===== src/rtl/pe_conv1d_engine_if.sv =====
// Router/controller-facing bus of the 1-D convolution PE: scratchpad load port,
// start/config, incoming partial sums and the result stream.
interface pe_conv1d_engine_if #(
    parameter int unsigned DATA_W   = 8,
    parameter int unsigned OUT_W    = 8,
    parameter int unsigned IDX_W    = 5,
    parameter int unsigned STRIDE_W = 2
);
    logic                load_valid;
    logic                load_ready;
    logic                load_type;
    logic [IDX_W-1:0]    load_addr;
    logic [DATA_W-1:0]   load_data;
    logic                start;
    logic [STRIDE_W-1:0] cfg_stride;
    logic                cfg_psum_en;
    logic                psum_in_valid;
    logic                psum_in_ready;
    logic [OUT_W-1:0]    psum_in_data;
    logic                psum_out_valid;
    logic                psum_out_ready;
    logic [OUT_W-1:0]    psum_out_data;
    logic [IDX_W-1:0]    psum_out_idx;
    logic                busy;
    logic                done;

    modport master (
        output load_valid, load_type, load_addr, load_data, start, cfg_stride, cfg_psum_en,
        output psum_in_valid, psum_in_data, psum_out_ready,
        input  load_ready, psum_in_ready, psum_out_valid, psum_out_data, psum_out_idx, busy, done
    );

    modport slave (
        input  load_valid, load_type, load_addr, load_data, start, cfg_stride, cfg_psum_en,
        input  psum_in_valid, psum_in_data, psum_out_ready,
        output load_ready, psum_in_ready, psum_out_valid, psum_out_data, psum_out_idx, busy, done
    );
endinterface


===== src/rtl/pe_conv1d_engine.sv =====
// Row-stationary 1-D convolution PE: sliding-window MAC with runtime stride, optional psum add.
// Define PE_OUT_SAT_EN for unsigned output saturation; otherwise the result wraps modulo 2^OUT_W.
module pe_conv1d_engine #(
    parameter int unsigned FILTER_LEN = 3,
    parameter int unsigned IFMAP_LEN  = 5,
    parameter int unsigned DATA_W     = 8,
    parameter int unsigned OUT_W      = 8,
    parameter int unsigned MAX_STRIDE = 2,
    parameter int unsigned IDX_W      = 5
) (
    input logic               clk,
    input logic               rst_n,
    pe_conv1d_engine_if.slave bus
);
    localparam int unsigned STRIDE_W = $clog2(MAX_STRIDE + 1);
    localparam int unsigned MUL_W    = 2 * DATA_W;
    localparam int unsigned PROD_W   = 2 * DATA_W + $clog2(FILTER_LEN) + 1;
    localparam int unsigned ACC_W    = (PROD_W > OUT_W + 1) ? PROD_W : OUT_W + 1;
    localparam int unsigned POS_W    = $clog2(IFMAP_LEN + MAX_STRIDE + 1);
    localparam int unsigned FA_W     = (FILTER_LEN > 1) ? $clog2(FILTER_LEN) : 1;
    localparam int unsigned IA_W     = (IFMAP_LEN > 1) ? $clog2(IFMAP_LEN) : 1;

    localparam logic [2:0] S_IDLE = 3'd0;
    localparam logic [2:0] S_MAC  = 3'd1;
    localparam logic [2:0] S_PSUM = 3'd2;
    localparam logic [2:0] S_OUT  = 3'd3;
    localparam logic [2:0] S_DONE = 3'd4;

    localparam logic [ACC_W-1:0] OUT_MAX = {{(ACC_W - OUT_W){1'b0}}, {OUT_W{1'b1}}};

    logic [DATA_W-1:0]   r_filt [FILTER_LEN];
    logic [DATA_W-1:0]   r_ifm  [IFMAP_LEN];

    logic [2:0]          r_state,    w_next_state;
    logic [STRIDE_W-1:0] r_stride,   w_stride;
    logic                r_psum_en,  w_psum_en;
    logic [FA_W-1:0]     r_tap,      w_tap;
    logic [POS_W-1:0]    r_base,     w_base;
    logic [IDX_W-1:0]    r_win,      w_win;
    logic [ACC_W-1:0]    r_acc,      w_acc;
    logic                r_out_valid, w_out_valid;
    logic [OUT_W-1:0]    r_out_data, w_out_data;
    logic [IDX_W-1:0]    r_out_idx,  w_out_idx;
    logic                r_load_ready, r_busy, r_done, r_psum_in_ready;

    logic [STRIDE_W-1:0] w_stride_cfg;
    logic [POS_W-1:0]    w_ifm_pos;
    logic [MUL_W-1:0]    w_prod;
    logic [OUT_W-1:0]    w_reduced;

    // Scratchpad writes: only while idle; out-of-range addresses are dropped.
    always_ff @(posedge clk) begin
        if (bus.load_valid && r_load_ready) begin
            if (bus.load_type) begin
                if (32'(bus.load_addr) < FILTER_LEN) r_filt[FA_W'(bus.load_addr)] <= bus.load_data;
            end else if (32'(bus.load_addr) < IFMAP_LEN) begin
                r_ifm[IA_W'(bus.load_addr)] <= bus.load_data;
            end
        end
    end

    always_comb begin
        w_stride_cfg = bus.cfg_stride;
        if (bus.cfg_stride == '0)                    w_stride_cfg = STRIDE_W'(1);
        else if (32'(bus.cfg_stride) > MAX_STRIDE)   w_stride_cfg = STRIDE_W'(MAX_STRIDE);
        w_ifm_pos = r_base + POS_W'(r_tap);
        w_prod    = MUL_W'(r_filt[r_tap]) * MUL_W'(r_ifm[IA_W'(w_ifm_pos)]);
`ifdef PE_OUT_SAT_EN
        w_reduced = (r_acc > OUT_MAX) ? {OUT_W{1'b1}} : OUT_W'(r_acc);
`else
        w_reduced = OUT_W'(r_acc);
`endif
    end

    always_ff @(posedge clk or negedge rst_n) begin
        if (!rst_n) r_state <= S_IDLE;
        else        r_state <= w_next_state;
    end

    always_comb begin
        w_next_state = r_state;
        w_stride     = r_stride;
        w_psum_en    = r_psum_en;
        w_tap        = r_tap;
        w_base       = r_base;
        w_win        = r_win;
        w_acc        = r_acc;
        w_out_valid  = r_out_valid;
        w_out_data   = r_out_data;
        w_out_idx    = r_out_idx;
        case (r_state)
            S_IDLE: if (bus.start) begin
                w_stride     = w_stride_cfg;
                w_psum_en    = bus.cfg_psum_en;
                w_tap        = '0;
                w_base       = '0;
                w_win        = '0;
                w_acc        = '0;
                w_next_state = S_MAC;
            end
            S_MAC: begin
                w_acc = r_acc + ACC_W'(w_prod);
                if (r_tap == FA_W'(FILTER_LEN - 1)) begin
                    w_tap        = '0;
                    w_next_state = S_PSUM;
                end else begin
                    w_tap = r_tap + FA_W'(1);
                end
            end
            S_PSUM: begin
                if (!r_psum_en) begin
                    w_next_state = S_OUT;
                end else if (bus.psum_in_valid && r_psum_in_ready) begin
                    w_acc        = r_acc + ACC_W'(bus.psum_in_data);
                    w_next_state = S_OUT;
                end
            end
            // First OUT cycle registers the reduced result; it is then held until accepted.
            S_OUT: begin
                if (!r_out_valid) begin
                    w_out_valid = 1'b1;
                    w_out_data  = w_reduced;
                    w_out_idx   = r_win;
                end else if (bus.psum_out_ready) begin
                    w_out_valid  = 1'b0;
                    w_win        = r_win + IDX_W'(1);
                    w_acc        = '0;
                    w_base       = r_base + POS_W'(r_stride);
                    w_next_state = (32'(w_base) + FILTER_LEN > IFMAP_LEN) ? S_DONE : S_MAC;
                end
            end
            S_DONE:  w_next_state = S_IDLE;
            default: w_next_state = S_IDLE;
        endcase
    end

    always_ff @(posedge clk or negedge rst_n) begin
        if (!rst_n) begin
            r_stride        <= '0;
            r_psum_en       <= 1'b0;
            r_tap           <= '0;
            r_base          <= '0;
            r_win           <= '0;
            r_acc           <= '0;
            r_out_valid     <= 1'b0;
            r_out_data      <= '0;
            r_out_idx       <= '0;
            r_load_ready    <= 1'b1;
            r_busy          <= 1'b0;
            r_done          <= 1'b0;
            r_psum_in_ready <= 1'b0;
        end else begin
            r_stride        <= w_stride;
            r_psum_en       <= w_psum_en;
            r_tap           <= w_tap;
            r_base          <= w_base;
            r_win           <= w_win;
            r_acc           <= w_acc;
            r_out_valid     <= w_out_valid;
            r_out_data      <= w_out_data;
            r_out_idx       <= w_out_idx;
            r_load_ready    <= (w_next_state == S_IDLE);
            r_busy          <= (w_next_state != S_IDLE);
            r_done          <= (w_next_state == S_DONE);
            r_psum_in_ready <= (w_next_state == S_PSUM) && w_psum_en;
        end
    end

    assign bus.load_ready     = r_load_ready;
    assign bus.busy           = r_busy;
    assign bus.done           = r_done;
    assign bus.psum_in_ready  = r_psum_in_ready;
    assign bus.psum_out_valid = r_out_valid;
    assign bus.psum_out_data  = r_out_data;
    assign bus.psum_out_idx   = r_out_idx;
endmodule


===== src/flat_wrapper.sv =====
// flat-port wrapper written by rule: the top's interface ports become plain ports
module pe_conv1d_engine_flat 
#(
    parameter int unsigned FILTER_LEN = 3,
    parameter int unsigned IFMAP_LEN  = 5,
    parameter int unsigned DATA_W     = 8,
    parameter int unsigned OUT_W      = 8,
    parameter int unsigned MAX_STRIDE = 2,
    parameter int unsigned IDX_W      = 5
)
  (clk, rst_n, bus_load_valid, bus_load_type, bus_load_addr, bus_load_data, bus_start, bus_cfg_stride, bus_cfg_psum_en, bus_psum_in_valid, bus_psum_in_data, bus_psum_out_ready, bus_load_ready, bus_psum_in_ready, bus_psum_out_valid, bus_psum_out_data, bus_psum_out_idx, bus_busy, bus_done);
  pe_conv1d_engine_if #(.DATA_W(DATA_W), .OUT_W(OUT_W), .IDX_W(IDX_W), .STRIDE_W(($clog2(MAX_STRIDE + 1)))) bus_i ();
  input logic clk;
  input logic rst_n;
  input wire logic [$bits(bus_i.load_valid)-1:0] bus_load_valid;
  input wire logic [$bits(bus_i.load_type)-1:0] bus_load_type;
  input wire logic [$bits(bus_i.load_addr)-1:0] bus_load_addr;
  input wire logic [$bits(bus_i.load_data)-1:0] bus_load_data;
  input wire logic [$bits(bus_i.start)-1:0] bus_start;
  input wire logic [$bits(bus_i.cfg_stride)-1:0] bus_cfg_stride;
  input wire logic [$bits(bus_i.cfg_psum_en)-1:0] bus_cfg_psum_en;
  input wire logic [$bits(bus_i.psum_in_valid)-1:0] bus_psum_in_valid;
  input wire logic [$bits(bus_i.psum_in_data)-1:0] bus_psum_in_data;
  input wire logic [$bits(bus_i.psum_out_ready)-1:0] bus_psum_out_ready;
  output wire logic [$bits(bus_i.load_ready)-1:0] bus_load_ready;
  output wire logic [$bits(bus_i.psum_in_ready)-1:0] bus_psum_in_ready;
  output wire logic [$bits(bus_i.psum_out_valid)-1:0] bus_psum_out_valid;
  output wire logic [$bits(bus_i.psum_out_data)-1:0] bus_psum_out_data;
  output wire logic [$bits(bus_i.psum_out_idx)-1:0] bus_psum_out_idx;
  output wire logic [$bits(bus_i.busy)-1:0] bus_busy;
  output wire logic [$bits(bus_i.done)-1:0] bus_done;
  assign bus_i.load_valid = bus_load_valid;
  assign bus_i.load_type = bus_load_type;
  assign bus_i.load_addr = bus_load_addr;
  assign bus_i.load_data = bus_load_data;
  assign bus_i.start = bus_start;
  assign bus_i.cfg_stride = bus_cfg_stride;
  assign bus_i.cfg_psum_en = bus_cfg_psum_en;
  assign bus_i.psum_in_valid = bus_psum_in_valid;
  assign bus_i.psum_in_data = bus_psum_in_data;
  assign bus_i.psum_out_ready = bus_psum_out_ready;
  assign bus_load_ready = bus_i.load_ready;
  assign bus_psum_in_ready = bus_i.psum_in_ready;
  assign bus_psum_out_valid = bus_i.psum_out_valid;
  assign bus_psum_out_data = bus_i.psum_out_data;
  assign bus_psum_out_idx = bus_i.psum_out_idx;
  assign bus_busy = bus_i.busy;
  assign bus_done = bus_i.done;
  pe_conv1d_engine #(.FILTER_LEN(FILTER_LEN), .IFMAP_LEN(IFMAP_LEN), .DATA_W(DATA_W), .OUT_W(OUT_W), .MAX_STRIDE(MAX_STRIDE), .IDX_W(IDX_W)) u_core (.clk(clk), .rst_n(rst_n), .bus(bus_i));
endmodule

===== config.mk =====
export PLATFORM = sky130hd
export DESIGN_NAME = pe_conv1d_engine_flat
export DESIGN_NICKNAME = d
export VERILOG_FILES = /design/src/rtl/pe_conv1d_engine_if.sv /design/src/rtl/pe_conv1d_engine.sv /design/src/flat_wrapper.sv
export SDC_FILE = /design/constraint.sdc
export NUM_CORES = 1
export LEC_CHECK = 0
export CORE_AREA = 2 2 107 109
export CTS_CLUSTER_SIZE = 20
export DETAILED_ROUTE_END_ITERATION = 16
export DIE_AREA = 0 0 109 111
export PLACE_DENSITY = 0.76
export SLEW_MARGIN = 20
export SYNTH_ARGS = -nofsm -noshare
export SYNTH_HDL_FRONTEND = slang
export SYNTH_SLANG_ARGS = --single-unit

===== constraint.sdc =====
create_clock -name clk -period 5.6 [get_ports clk]
set_input_delay 1.12 -clock clk [delete_from_list [all_inputs] [get_ports clk]]
set_output_delay 1.12 -clock clk [all_outputs]
set_load 0.01 [all_outputs]

== After elaboration in Yosys (flattened, before gate mapping) ==
Memories as Yosys holds them, arrays and structs flattened.
Index checks and enable logic that the tools add are counted.
Storage, ports and cells
  register bits after elaboration: 53
  RAM bits: 64
  input port bits: 31
  output and inout bits: 18
  memories kept: 2
Cells by class
  add/subtract/negate cells: 7
  $mul: 1
  magnitude comparators: 4
  equality and inequality tests: 11
  multiplexer cells: 39
  bitwise gates (word level): 1
  reductions and logical operators: 15
Memory list
  u_core.r_ifm: depth 5, bits a word 8, rd ports 1, clocked after memory_dff 0, write ports 1, line pe_conv1d_engine.sv:32  | logic [DATA_W-1:0] r_ifm [IFMAP_LEN];
  u_core.r_filt: depth 3, bits a word 8, rd ports 1, clocked after memory_dff 0, write ports 1, line pe_conv1d_engine.sv:31  | logic [DATA_W-1:0] r_filt [FILTER_LEN];
Operator list (number)
  2-to-1 mux 19 bit: 5
  one-hot mux 19 bit (4 select lines): 1
  greater-than comparator 32 x 3 -> 1 bit, second input constant: 1
  2-to-1 mux 3 bit: 10
  adder 19 x 16 -> 19 bit: 1
  adder 19 x 8 -> 19 bit: 1
  multiplier 8 x 8 -> 16 bit: 1
  2-to-1 mux 5 bit: 3
  2-to-1 mux 1 bit: 12
  one-hot mux 3 bit (4 select lines): 1
  one-hot mux 5 bit (2 select lines): 1
  == test 3 x 2 -> 1 bit, second input constant: 3
  2-to-1 mux 2 bit: 4
  adder 3 x 2 -> 3 bit: 2
  logical NOT 3 bit: 2
  inequality test 2 x 1 -> 1 bit, second input constant: 3
  one-hot mux 3 bit (2 select lines): 1
  AND reduction 2 bit: 3
  AND reduction 6 bit: 1
  adder 5 x 1 -> 5 bit, second input constant: 1
  less-than comparator 5 x 2 -> 1 bit, second input constant: 1
  less-than comparator 5 x 3 -> 1 bit, second input constant: 1
  adder 3 x 2 -> 4 bit, second input constant: 1
  inequality test 2 bit, second input constant: 2
  other kinds (13): 16

== Longest topological paths before layout ==
Gate-level depths: netlist of the first run.
  depth in word-level cells: 9
  mapped depth: 23

== Least setup slack after synthesis of the first run ==
OpenSTA, ideal clock, no wires.
  kind: register -> register
  from: register u_core.r_tap[0]
  to: register u_core.r_acc[7]
  setup time: 142 ps
  data arrival time: 5602 ps
  setup slack: -144 ps
  stages on the path, launching flop included: 23
  path buffers: 1
  period minus slack after synthesis: 5744 ps
  path through: dfrtp_1 -> ha_1 -> inv_1 -> fa_1 -> buf_1 -> mux4_2 -> mux2_2 -> nand2_1 -> fa_1 -> inv_1 -> fa_1 -> ha_1 -> inv_1 -> fa_1 -> inv_1 -> fa_1 -> a21o_1 -> a21oi_1 -> xnor3_1 -> xnor3_1 -> and2_1 -> mux2i_1 -> o211ai_1
On the way
  cells in the longest elaborated chain, start to end: 5
  elaborated cells between the ends (all ways): 6
  those cells by class: 2 x add/sub; 1 x mul; 1 x mux; 2 x memory
RTL lines
  from (decl): line pe_conv1d_engine.sv:37  | logic [FA_W-1:0] r_tap, w_tap;
  from (signal assigned): line pe_conv1d_engine.sv:155  | r_tap <= w_tap;
  adder 3 x 2 -> 3 bit: line pe_conv1d_engine.sv:66  | w_ifm_pos = r_base + POS_W'(r_tap);
  memory read (5 x 8 bit)
  multiplier 8 x 8 -> 16 bit (*): line pe_conv1d_engine.sv:67  | w_prod = MUL_W'(r_filt[r_tap]) * MUL_W'(r_ifm[IA_W'(w_ifm_pos)]);
  adder 19 x 16 -> 19 bit (*): line pe_conv1d_engine.sv:102  | w_acc = r_acc + ACC_W'(w_prod);
  one-hot mux 19 bit (4 select lines) (*): line pe_conv1d_engine.sv:91  | case (r_state)
  to (signal assigned): line pe_conv1d_engine.sv:158  | r_acc <= w_acc;
  to (decl): line pe_conv1d_engine.sv:40  | logic [ACC_W-1:0] r_acc, w_acc;
Mark *: on every way between the ends. The rest lies on a longest branch, timed or not.
A chain may end at the register's enable or synchronous reset.

== Worst setup path in the final report of the first run ==
Ends and elaborated chain as after synthesis.

==> results.cfg, run 1 <==
[sta]
worstMarginPinSlew_ns = 1.021
timing.clock.skew_ns = 0.007943
setup_repair_after_global_routing_missed_its_margin = true
min_period_ns = 5.438
timing.max_slew.rel_slack_pct = 31.65
finalSetupViolCount = 0
timing.final.crit_share_pct = 97.12
final.hold.worst_slack_ns = 0.5110
hold_viol_final = 0
clock.fmax_ghz = 0.1839
timing.final.max_slew_violations = 0

[setup_path]
critical-path-top-cell-by-count = fa_2
critPathCaptureType = register
timing.setup.critical_path_class = reg2reg
cp_max_fo = 7
cp.required_ns = 5.79
slowest_delay_ns = 0.63
cp.arrival_ns = 5.63
cpMaxStageDelayCell = fa_2
critPathLaunchType = register
crit_path_cell_trace = ha_2 -> inv_2 -> fa_2 -> mux4_2 -> mux2_4 -> and2_1 -> fa_2 -> ha_1 -> ha_4 -> inv_2 -> fa_1 -> inv_1 -> ha_2 -> fa_2 -> a21o_1 -> a21oi_2 -> xnor3_1 -> xnor3_1 -> and2_1 -> mux2i_1 -> o211ai_1

[synth]
synthArstFlopShare_pct = 39.62
yosys_most_used_dff = edfxtp_1
synth_cell_type_count = 56
average_cell_area_after_synthesis_um2 = 12.60
ys_ff_latch = 106
synth_fp_nets = 532
synth.cell_area_um2 = 5709
synthesis.instances = 453
sequential_area_share_after_synthesis_pct = 52.09
synth_enable_flop_cells = 64
yosys_warnings = 0

[clocking]
cts_buffer_depth = 2
cts_num_sinks = 106
worstSkewPairLatency_ns = 0.35
clock_tree.root_cell = clkbuf_16
cts.htree.levels = 3
tritoncts.num_buffers = 9
cts_tree = yes
cts.reportedPaths.clkPinSlew_ns = 0.07
cts_hold_buf = 0

[routing]
vias = 3759
dr.pass1.iters = 6
post_drt_via_cell_ratio = 5.480
drc = 0
post_drt_wl_per_cell_um = 16.68
antenna_left = 0
first_iter_violations = 204
wl_met1_um = 4894
finalWirelength_um = 11440
wl_met3_um = 435
highest_layer = met4
wl_met2_um = 5857

[floorplanning]
floorplan_die_width_um = 109
die_h_um = 111
std_cell_rows = 39
fp.dieArea_um2 = 12100
start_util_pct = 51.54
core-area_um2 = 11080
num_io_pins = 49

[global_route]
groute.usage.overall_pct = 20.26
first_global_vias = 3943
grt_first_pass_wirelength_um = 18700
globalRouteOverflowTotal = 0
number_of_antenna_violations_at_the_first_check_in_global_routing = 0
pin_count_of_the_biggest_net_entering_global_routing = 43

[layout]
drive_above_1_share_pct = 21.55
flow.area_growth_from_synthesis_pct = 22.92
final_cell_area_um2 = 7018
nNetsFinal = 618
antenna_cells = 0
final_cell_count_no_fill = 686

[placement]
postPlaceCellArea_um2 = 6566
place_hpwl_um = 8431
gp_congestion = 0.9102
placed_cells_incl_taps = 667
placement.io_buffers = 47

[flow_run]
drv_cap = 0

[outcome]
outcome = finished, final reports clean

[hold_path]
timing.hold.worst.class = reg2reg
==> final cells by class <==
class                   count  area [um^2]
clock buffers               9        225.2
clock inverters             6        65.06
fillers                   841         4059
inverters                  52        195.2
multi-input cells         284         2610
flip-flops and latches    106         2974
well taps                 143        178.9
repair buffers             86        769.5
==> final timing paths <==
path                                                                end  cells after the start                               startpoint  slack [ns]
worst max-delay path                        u_core.r_acc[7]$_DFFE_PN0P_                     21              u_core.r_tap[0]$_DFFE_PN0P_        0.16
worst min-delay path            u_core.bus.psum_out_data[0]$_DFFE_PN0P_                      1  u_core.bus.psum_out_data[0]$_DFFE_PN0P_        0.51
worst max register to register              u_core.r_acc[7]$_DFFE_PN0P_                     21              u_core.r_tap[0]$_DFFE_PN0P_        0.16
worst min register to register  u_core.bus.psum_out_data[0]$_DFFE_PN0P_                      1  u_core.bus.psum_out_data[0]$_DFFE_PN0P_        0.51
max in group asynchronous                   u_core.r_win[3]$_DFFE_PN0P_                      1                                    rst_n        4.11
min in group asynchronous       u_core.bus.psum_out_data[5]$_DFFE_PN0P_                      1                                    rst_n        0.91
==> placed cells by master (no fill, tap or decap), drive strengths merged, types with 5 or more instances in the layout <==
| master | n |
|---|---|
| edfxtp | 64 |
| inv | 55 |
| clkdlybuf4s50 | 46 |
| nand2 | 43 |
| dfrtp | 41 |
| buf | 40 |
| nor2 | 28 |
| ha | 27 |
| mux2 | 21 |
| fa | 21 |
| o21ai | 17 |
| mux2i | 15 |
| a21oi | 11 |
| xnor2 | 11 |
| clkbuf | 9 |
| mux4 | 8 |
| xor2 | 8 |
| nor3 | 8 |
| nor2b | 7 |
| or3 | 5 |
| nand2b | 5 |
==> sequential cells by signal, summed over array words and instances (netlist names) <==
signal                     flops
u_core.r_ifm                  40
u_core.r_filt                 24
u_core.bus.psum_out_data       8
u_core.r_acc                   8
u_core.bus.psum_out_idx        5
u_core.r_win                   5
u_core.r_base                  3
u_core.r_state                 3
u_core.r_stride                2
u_core.r_tap                   2
u_core.bus.busy                1
u_core.bus.done                1
u_core.bus.load_ready          1
u_core.bus.psum_in_ready       1
u_core.bus.psum_out_valid      1
u_core.r_psum_en               1
==> cells by family (layout without fill, tap and decap cells) <==
logic type	after synthesis	after routing	synth area share, %
DFF	106	106	52.09
adders and majority gates	48	48	13.28
and+or+nand+nor	116	116	9.796
AOI/OAI and AO/OA	54	54	6.048
muxes	44	44	9.928
buffers and inverters	63	153	4.295
xor gates and xnor gates	22	22	4.558
==> worst max-delay path, delay by kind of cell (launching register included) <==
| family | cells | cell delay, ns |
|---|---|---|
| AO/OA/AOI/OAI | 3 | 0.43 |
| XOR/XNOR | 2 | 0.47 |
| adder cells (fa/ha/maj) | 8 | 2.79 |
| buffers and inverters | 3 | 0.11 |
| flip-flops | 1 | 0.37 |
| multiplexers | 3 | 0.75 |
| AND/OR/NAND/NOR | 2 | 0.37 |
==> synthesized netlist by cell type, drive strengths merged, types with 3 or more instances <==
| cell type | count | area share (%) |
|---|---|---|
| or3 | 5 | 0.64 |
| a21boi | 3 | 0.39 |
| mux4 | 8 | 3.2 |
| mux2 | 21 | 4.1 |
| nor3 | 8 | 0.70 |
| nand4 | 3 | 0.33 |
| nor2b | 7 | 0.77 |
| a21o | 4 | 0.53 |
| o211ai | 3 | 0.48 |
| edfxtp | 64 | 34 |
| mux2i | 15 | 2.6 |
| nand2 | 43 | 2.8 |
| inv | 52 | 3.4 |
| a21oi | 11 | 0.96 |
| a211oi | 3 | 0.39 |
| nand2b | 5 | 0.55 |
| o21a | 3 | 0.39 |
| clkbuf | 7 | 0.46 |
| and2 | 4 | 0.44 |
| buf | 4 | 0.42 |
| xnor3 | 3 | 1.2 |
| fa | 21 | 7.4 |
| xnor2 | 11 | 1.8 |
| xor2 | 8 | 1.6 |
| ha | 27 | 5.9 |
| o21ai | 17 | 1.5 |
| dfrtp | 41 | 18 |
| nor2 | 28 | 1.8 |
==> per-layer routing <==
layer	up-vias	track usage [%]
met5	-	0
met2	84	33.33
met1	1892	26.19
li1	1760	-
met4	0	8.120
met3	23	4.056
==> per-stage QoR <==
stage               utilization, %  worst slack [ns]   TNS, ns
floorplan                        -           0.03703         0
global placement             59.28           -0.2420   -0.2420
detailed placement           59.28           -0.2876   -0.2876
CTS                          62.05          0.008465         0
global route                 63.36          -0.09277  -0.09277
finish                       63.36            0.1616         0
==> what timing repair did <==
action | in CTS | in global routing
resized for setup | 5 | 28
pin swaps | 3 | 18
setup buffers | 0 | 4
endpoints found under the setup margin | 1 | 1
Power of run 1 is left out: the tool's default activity adds up to more than one toggle a clock period on the data nets, which glitch-free logic cannot reach.
==> run 2: changes to the inputs <==
--- a/config.mk
+++ b/config.mk
@@ -5,11 +5,13 @@
 export SDC_FILE = /design/constraint.sdc
 export NUM_CORES = 1
 export LEC_CHECK = 0
-export CORE_AREA = 2 2 107 109
+export CELL_PAD_IN_SITES_DETAIL_PLACEMENT = 2
+export CELL_PAD_IN_SITES_GLOBAL_PLACEMENT = 2
+export CORE_AREA = 2 2 129 131
 export CTS_CLUSTER_SIZE = 20
 export DETAILED_ROUTE_END_ITERATION = 16
-export DIE_AREA = 0 0 109 111
-export PLACE_DENSITY = 0.76
+export DIE_AREA = 0 0 131 133
+export PLACE_DENSITY_LB_ADDON = 0.1
 export SLEW_MARGIN = 20
 export SYNTH_ARGS = -nofsm -noshare
 export SYNTH_HDL_FRONTEND = slang
==> run 2 against run 1 <==
Compared with the run above:
- worst setup slack got worse by 0.11 ns
- critical path depth grew 2
- global-route usage fell by 2.3 points
- fmax decreased by 1.9%
- die area rose by 44%
- sequential share of layout area is 0.64 points lower
==> results.cfg, run 2 (same netlist as run 1, synthesis figures left out) <==
[outcome]
outcome = finished, final reports clean

[clocking]
worstSkewPairLatency_ns = 0.35
cts_num_sinks = 106
cts.htree.levels = 3
cts.reportedPaths.clkPinSlew_ns = 0.07
cts_buffer_depth = 2
cts_tree = yes
cts_hold_buf = 0
tritoncts.num_buffers = 9
clock_tree.root_cell = clkbuf_16

[setup_path]
cp.required_ns = 5.83
reg2reg_to = u_core.r_acc[7]$_DFFE_PN0P_
timing.setup.critical_path_class = reg2reg
critPathCaptureType = register
cp.arrival_ns = 5.78
critPathLaunchType = register
reg2reg_slack_ns = 0.06
worst-r2r-cell-count = 23
regToRegStartpoint = u_core.r_tap[0]$_DFFE_PN0P_
cp_max_fo = 5

[flow_run]
drv_cap = 0

[global_route]
number_of_antenna_violations_at_the_first_check_in_global_routing = 0
globalRouteOverflowTotal = 0
groute.usage.overall_pct = 17.94
pin_count_of_the_biggest_net_entering_global_routing = 43
first_global_vias = 4340
grt_first_pass_wirelength_um = 23540

[layout]
nNetsFinal = 623
largest_register_ffs = 40
final_common_cell = edfxtp_1
registers.top_by_ff_count = u_core.r_ifm
most-common-layout-cells = 64 x edfxtp_1, 46 x clkdlybuf4s50_1, 42 x inv_1, 41 x dfrtp_1, 40 x buf_4
flow.area_growth_from_synthesis_pct = 24.81
final-seq-area_um2 = 2974
biggestRegsByFlops = u_core.r_ifm (40), u_core.r_filt (24)
multiInputGateArea_um2 = 2589
drive_above_1_share_pct = 22.22
antenna_cells = 0
num-fill-cells = 1639

[routing]
drc = 0
post_drt_via_cell_ratio = 4.918
antenna_left = 0
first_iter_violations = 168
post_drt_wl_per_cell_um = 18.64
vias = 3782
finalWirelength_um = 14330
dr.pass1.iters = 4

[sta]
timing.clock.skew_ns = 0.007483
worstMarginPinSlew_ns = 0.9955
timing.final.max_slew_violations = 0
finalSetupViolCount = 0
timing.final.crit_share_pct = 99.00
clock.fmax_ghz = 0.1804
setup_repair_after_global_routing_missed_its_margin = true
hold_viol_final = 0
timing.max_slew.rel_slack_pct = 33.64
min_period_ns = 5.544
setup_tns_final_ns = 0

[placement]
place_hpwl_um = 10880
placement.io_buffers = 47
gp_congestion = 0.7534

[floorplanning]
die_h_um = 133
start_util_pct = 35.30
fp.dieArea_um2 = 17420
core-area_um2 = 16170
std_cell_rows = 47
num_io_pins = 49
floorplan_die_width_um = 131

[hold_path]
hold_depth = 1
hold_path.startpoint = u_core.bus.psum_out_data[1]$_DFFE_PN0P_
holdPathEnd = u_core.bus.psum_out_data[1]$_DFFE_PN0P_
timing.hold.worst.class = reg2reg
-- run 2: layer usage --
metal | track usage (%) | vias to the layer above | wire, um
li1 | - | 1764 | -
met1 | 23.39 | 1965 | 6324
met2 | 31.06 | 42 | 7533
met3 | 2.467 | 11 | 301
met4 | 4.965 | 0 | 174
met5 | 0 | - | 0
-- run 2: how the worst max path moves through the flow --
stage                                             from                           to  slack (ns)  depth (start not counted)
after global routing       u_core.r_tap[0]$_DFFE_PN0P_  u_core.r_acc[7]$_DFFE_PN0P_       -0.18                         23
after floorplan            u_core.r_tap[0]$_DFFE_PN0P_  u_core.r_acc[7]$_DFFE_PN0P_        0.04                         22
final                      u_core.r_tap[0]$_DFFE_PN0P_  u_core.r_acc[7]$_DFFE_PN0P_        0.06                         23
after global placement    u_core.r_base[0]$_DFFE_PN0P_  u_core.r_acc[7]$_DFFE_PN0P_       -0.35                         22
after detailed placement   u_core.r_tap[0]$_DFFE_PN0P_  u_core.r_acc[7]$_DFFE_PN0P_       -0.50                         22
after CTS                 u_core.r_base[0]$_DFFE_PN0P_  u_core.r_acc[7]$_DFFE_PN0P_        0.01                         24
-- run 2: area by class of cell --
type / instances / share of cell area [%]
tap: 220 / 3.863
multi-input combinational: 284 / 36.33
sequential: 106 / 41.74
clock buffer: 9 / 3.161
clock inverter: 7 / 0.7199
inverter: 52 / 2.739
timing repair buffer: 91 / 11.45
-- run 2: repair_timing --
| action | CTS | global route |
|---|---|---|
| pin swaps | 18 | 15 |
| endpoints found under the setup margin | 1 | 1 |
| gates resized for setup | 23 | 11 |
| setup buffers | 5 | 2 |
-- run 2: per-stage QoR --
step                      std cells  hold slack (ns)  utilization [%]  area, um^2  setup slack [ns]
after global routing            769           0.5303            44.06        7126           -0.1757
after global placement          745           0.4909            41.32        6683           -0.3476
after CTS                       766           0.5155            43.77        7078           0.01096
final                           769           0.5087            44.06        7126           0.05607
after detailed placement        745           0.4981            41.32        6683           -0.5016
after floorplan                 453           0.4538                -        5713           0.03703
-- run 2: critical path: stages, from the launching register on --
cell and delay (ns):
dfrtp_1 0.37, ha_2 0.18, inv_2 0.04, fa_1 0.55
buf_6 0.13, mux4_2 0.29, mux2_4 0.33, buf_6 0.15
nand2_2 0.06, fa_1 0.41, inv_1 0.08, fa_1 0.41
ha_1 0.31, inv_2 0.04, fa_1 0.51, inv_2 0.04
ha_4 0.21, a21o_1 0.21, a21oi_4 0.16, xnor3_1 0.24
xnor3_2 0.28, and2_4 0.17, mux2i_1 0.13, o211ai_1 0.10
Power of run 2 is left out for the same reason.
==> run 3: changes to the inputs <==
--- a/config.mk
+++ b/config.mk
@@ -5,6 +5,7 @@
 export SDC_FILE = /design/constraint.sdc
 export NUM_CORES = 1
 export LEC_CHECK = 0
+export ABC_CLOCK_PERIOD_IN_PS = 5600
 export CELL_PAD_IN_SITES_DETAIL_PLACEMENT = 2
 export CELL_PAD_IN_SITES_GLOBAL_PLACEMENT = 2
 export CORE_AREA = 2 2 129 131
@@ -12,7 +13,7 @@
 export DETAILED_ROUTE_END_ITERATION = 16
 export DIE_AREA = 0 0 131 133
 export PLACE_DENSITY_LB_ADDON = 0.1
-export SLEW_MARGIN = 20
 export SYNTH_ARGS = -nofsm -noshare
 export SYNTH_HDL_FRONTEND = slang
 export SYNTH_SLANG_ARGS = --single-unit
+export TNS_END_PERCENT = 5
==> run 3 against run 2 <==
Compared with the run above:
- cell area decreased by 0.18%
- via count is 0.93% lower
- highest routed layer unchanged
- die area unchanged
==> results.cfg, run 3 (same netlist as run 1, synthesis figures left out) <==
[sta]
timing.final.max_slew_violations = 0
timing.clock.skew_ns = 0.007813
worstMarginPinSlew_ns = 1.255
setup_tns_final_ns = 0
finalSetupViolCount = 0
setup_ws_ns = 0.01996
timing.final.crit_share_pct = 99.64
min_period_ns = 5.580
clock.fmax_ghz = 0.1792
timing.max_slew.rel_slack_pct = 15.71
setup_repair_after_global_routing_missed_its_margin = true
hold_viol_final = 0

[outcome]
outcome = finished, final reports clean

[routing]
post_drt_wl_per_cell_um = 18.66
finalWirelength_um = 14330
drc = 0
dr.pass1.iters = 4
antenna_left = 0
post_drt_via_cell_ratio = 4.879
vias = 3747
first_iter_violations = 145

[layout]
flow.area_growth_from_synthesis_pct = 24.59
final_common_cell = edfxtp_1
most-common-layout-cells = 64 x edfxtp_1, 46 x clkdlybuf4s50_1, 42 x inv_1, 41 x dfrtp_1, 40 x buf_4
multiInputGateArea_um2 = 2584
biggestRegsByFlops = u_core.r_ifm (40), u_core.r_filt (24)
final_cell_count_no_fill = 768
num-fill-cells = 1640
largest_register_ffs = 40
antenna_cells = 0
final_core_util_pct = 43.98
registers.top_by_ff_count = u_core.r_ifm
nNetsFinal = 622
drive_above_1_share_pct = 21.90
final-seq-area_um2 = 2974

[setup_path]
crit_path_cell_trace = ha_2 -> inv_2 -> fa_1 -> buf_6 -> buf_4 -> mux4_2 -> mux2i_1 -> buf_4 -> nor2_1 -> fa_2 -> fa_1 -> ha_1 -> inv_2 -> fa_1 -> inv_2 -> ha_4 -> a21o_1 -> a21oi_4 -> xnor3_1 -> xnor3_2 -> and2_4 -> mux2i_1 -> o211ai_1
critPathLaunchType = register
slowest_delay_ns = 0.55
timing.setup.critical_path_class = reg2reg
cpLargestDelayFamily = adder cells
cp_max_fo = 5
cpMaxStageDelayCell = fa_1
cp.required_ns = 5.79
cp.arrival_ns = 5.77
critical_path.n_buffers_inverters = 6
critPathCaptureType = register

[placement]
placed_cells_incl_taps = 745
dp_worst_setup_slack_ns = -0.5016
place_hpwl_um = 10880
placement.io_buffers = 47
gp_congestion = 0.7534

[global_route]
globalRouteOverflowTotal = 0
pin_count_of_the_biggest_net_entering_global_routing = 43
number_of_antenna_violations_at_the_first_check_in_global_routing = 0
groute.usage.overall_pct = 17.94
grt_first_pass_wirelength_um = 23540
first_global_vias = 4340

[floorplanning]
num_io_pins = 49
floorplan_die_width_um = 131
start_util_pct = 35.30
std_cell_rows = 47
fp.dieArea_um2 = 17420
die_h_um = 133
core-area_um2 = 16170

[clocking]
cts_tree = yes
cts_hold_buf = 0
cts.htree.levels = 3
worstSkewPairLatency_ns = 0.35
tritoncts.num_buffers = 9
cts_buffer_depth = 2
cts.reportedPaths.clkPinSlew_ns = 0.07
clock_tree.root_cell = clkbuf_16
cts_num_sinks = 106

[flow_run]
drv_cap = 0

[hold_path]
timing.hold.worst.class = reg2reg
==> run 3: cell count changes in the layout (fill, tap and decap cells not counted), sizes merged <==
cell	previous run	this run
clkbuf	10	9
==> run 3: path summary, 6_finish.rpt <==
check	cells after the start	from	end	slack [ns]
max	23	u_core.r_tap[0]$_DFFE_PN0P_	u_core.r_acc[7]$_DFFE_PN0P_	0.02
min	1	u_core.bus.psum_out_data[1]$_DFFE_PN0P_	u_core.bus.psum_out_data[1]$_DFFE_PN0P_	0.51
max reg2reg	23	u_core.r_tap[0]$_DFFE_PN0P_	u_core.r_acc[7]$_DFFE_PN0P_	0.02
min reg2reg	1	u_core.bus.psum_out_data[1]$_DFFE_PN0P_	u_core.bus.psum_out_data[1]$_DFFE_PN0P_	0.51
max in group asynchronous	1	rst_n	u_core.r_base[1]$_DFFE_PN0P_	4.04
min in group asynchronous	1	rst_n	u_core.bus.psum_out_data[2]$_DFFE_PN0P_	0.91
==> run 3: area by class of cell <==
type                            instances  area share (%)
Clock buffer                            9           3.166
Clock inverter                          7          0.7212
Inverter                               52           2.744
Multi-Input combinational cell        284           36.32
Sequential cell                       106           41.81
Tap cell                              220           3.870
Timing Repair Buffer                   90           11.36
==> run 3: repair_timing <==
| item | in CTS | in global routing |
|---|---|---|
| pin swaps | 18 | 14 |
| setup buffers | 5 | 2 |
| gates cloned | 0 | 0 |
| setup endpoints to repair | 1 | 1 |
| resized for setup | 23 | 11 |
==> run 3: worst reg2reg max path: cells and delay by family, from the launching register on <==
family / cells / cell delay (ns)
compound gates: 3 / 0.47
fa+ha+maj: 7 / 2.61
simple gates: 2 / 0.24
flops: 1 / 0.37
xor+xnor: 2 / 0.52
mux: 3 / 0.64
buf+inv: 6 / 0.57
==> run 3: through the flow <==
step	cell area (um^2)	hold slack [ns]
2_1_floorplan	5713	0.4538
3_3_place_gp	6683	0.4909
3_5_place_dp	6683	0.4981
4_1_cts	7078	0.5155
5_1_grt	7113	0.5303
6_report	7113	0.5088
==> run 3: metal layers <==
metal / global-route usage, % / up-vias / routed length (um)
li1: - / 1756 / -
met1: 23.39 / 1945 / 6400
met2: 31.06 / 34 / 7498
met3: 2.467 / 12 / 252
met4: 4.965 / 0 / 180
met5: 0 / - / 0
Power of run 3 is left out for the same reason.
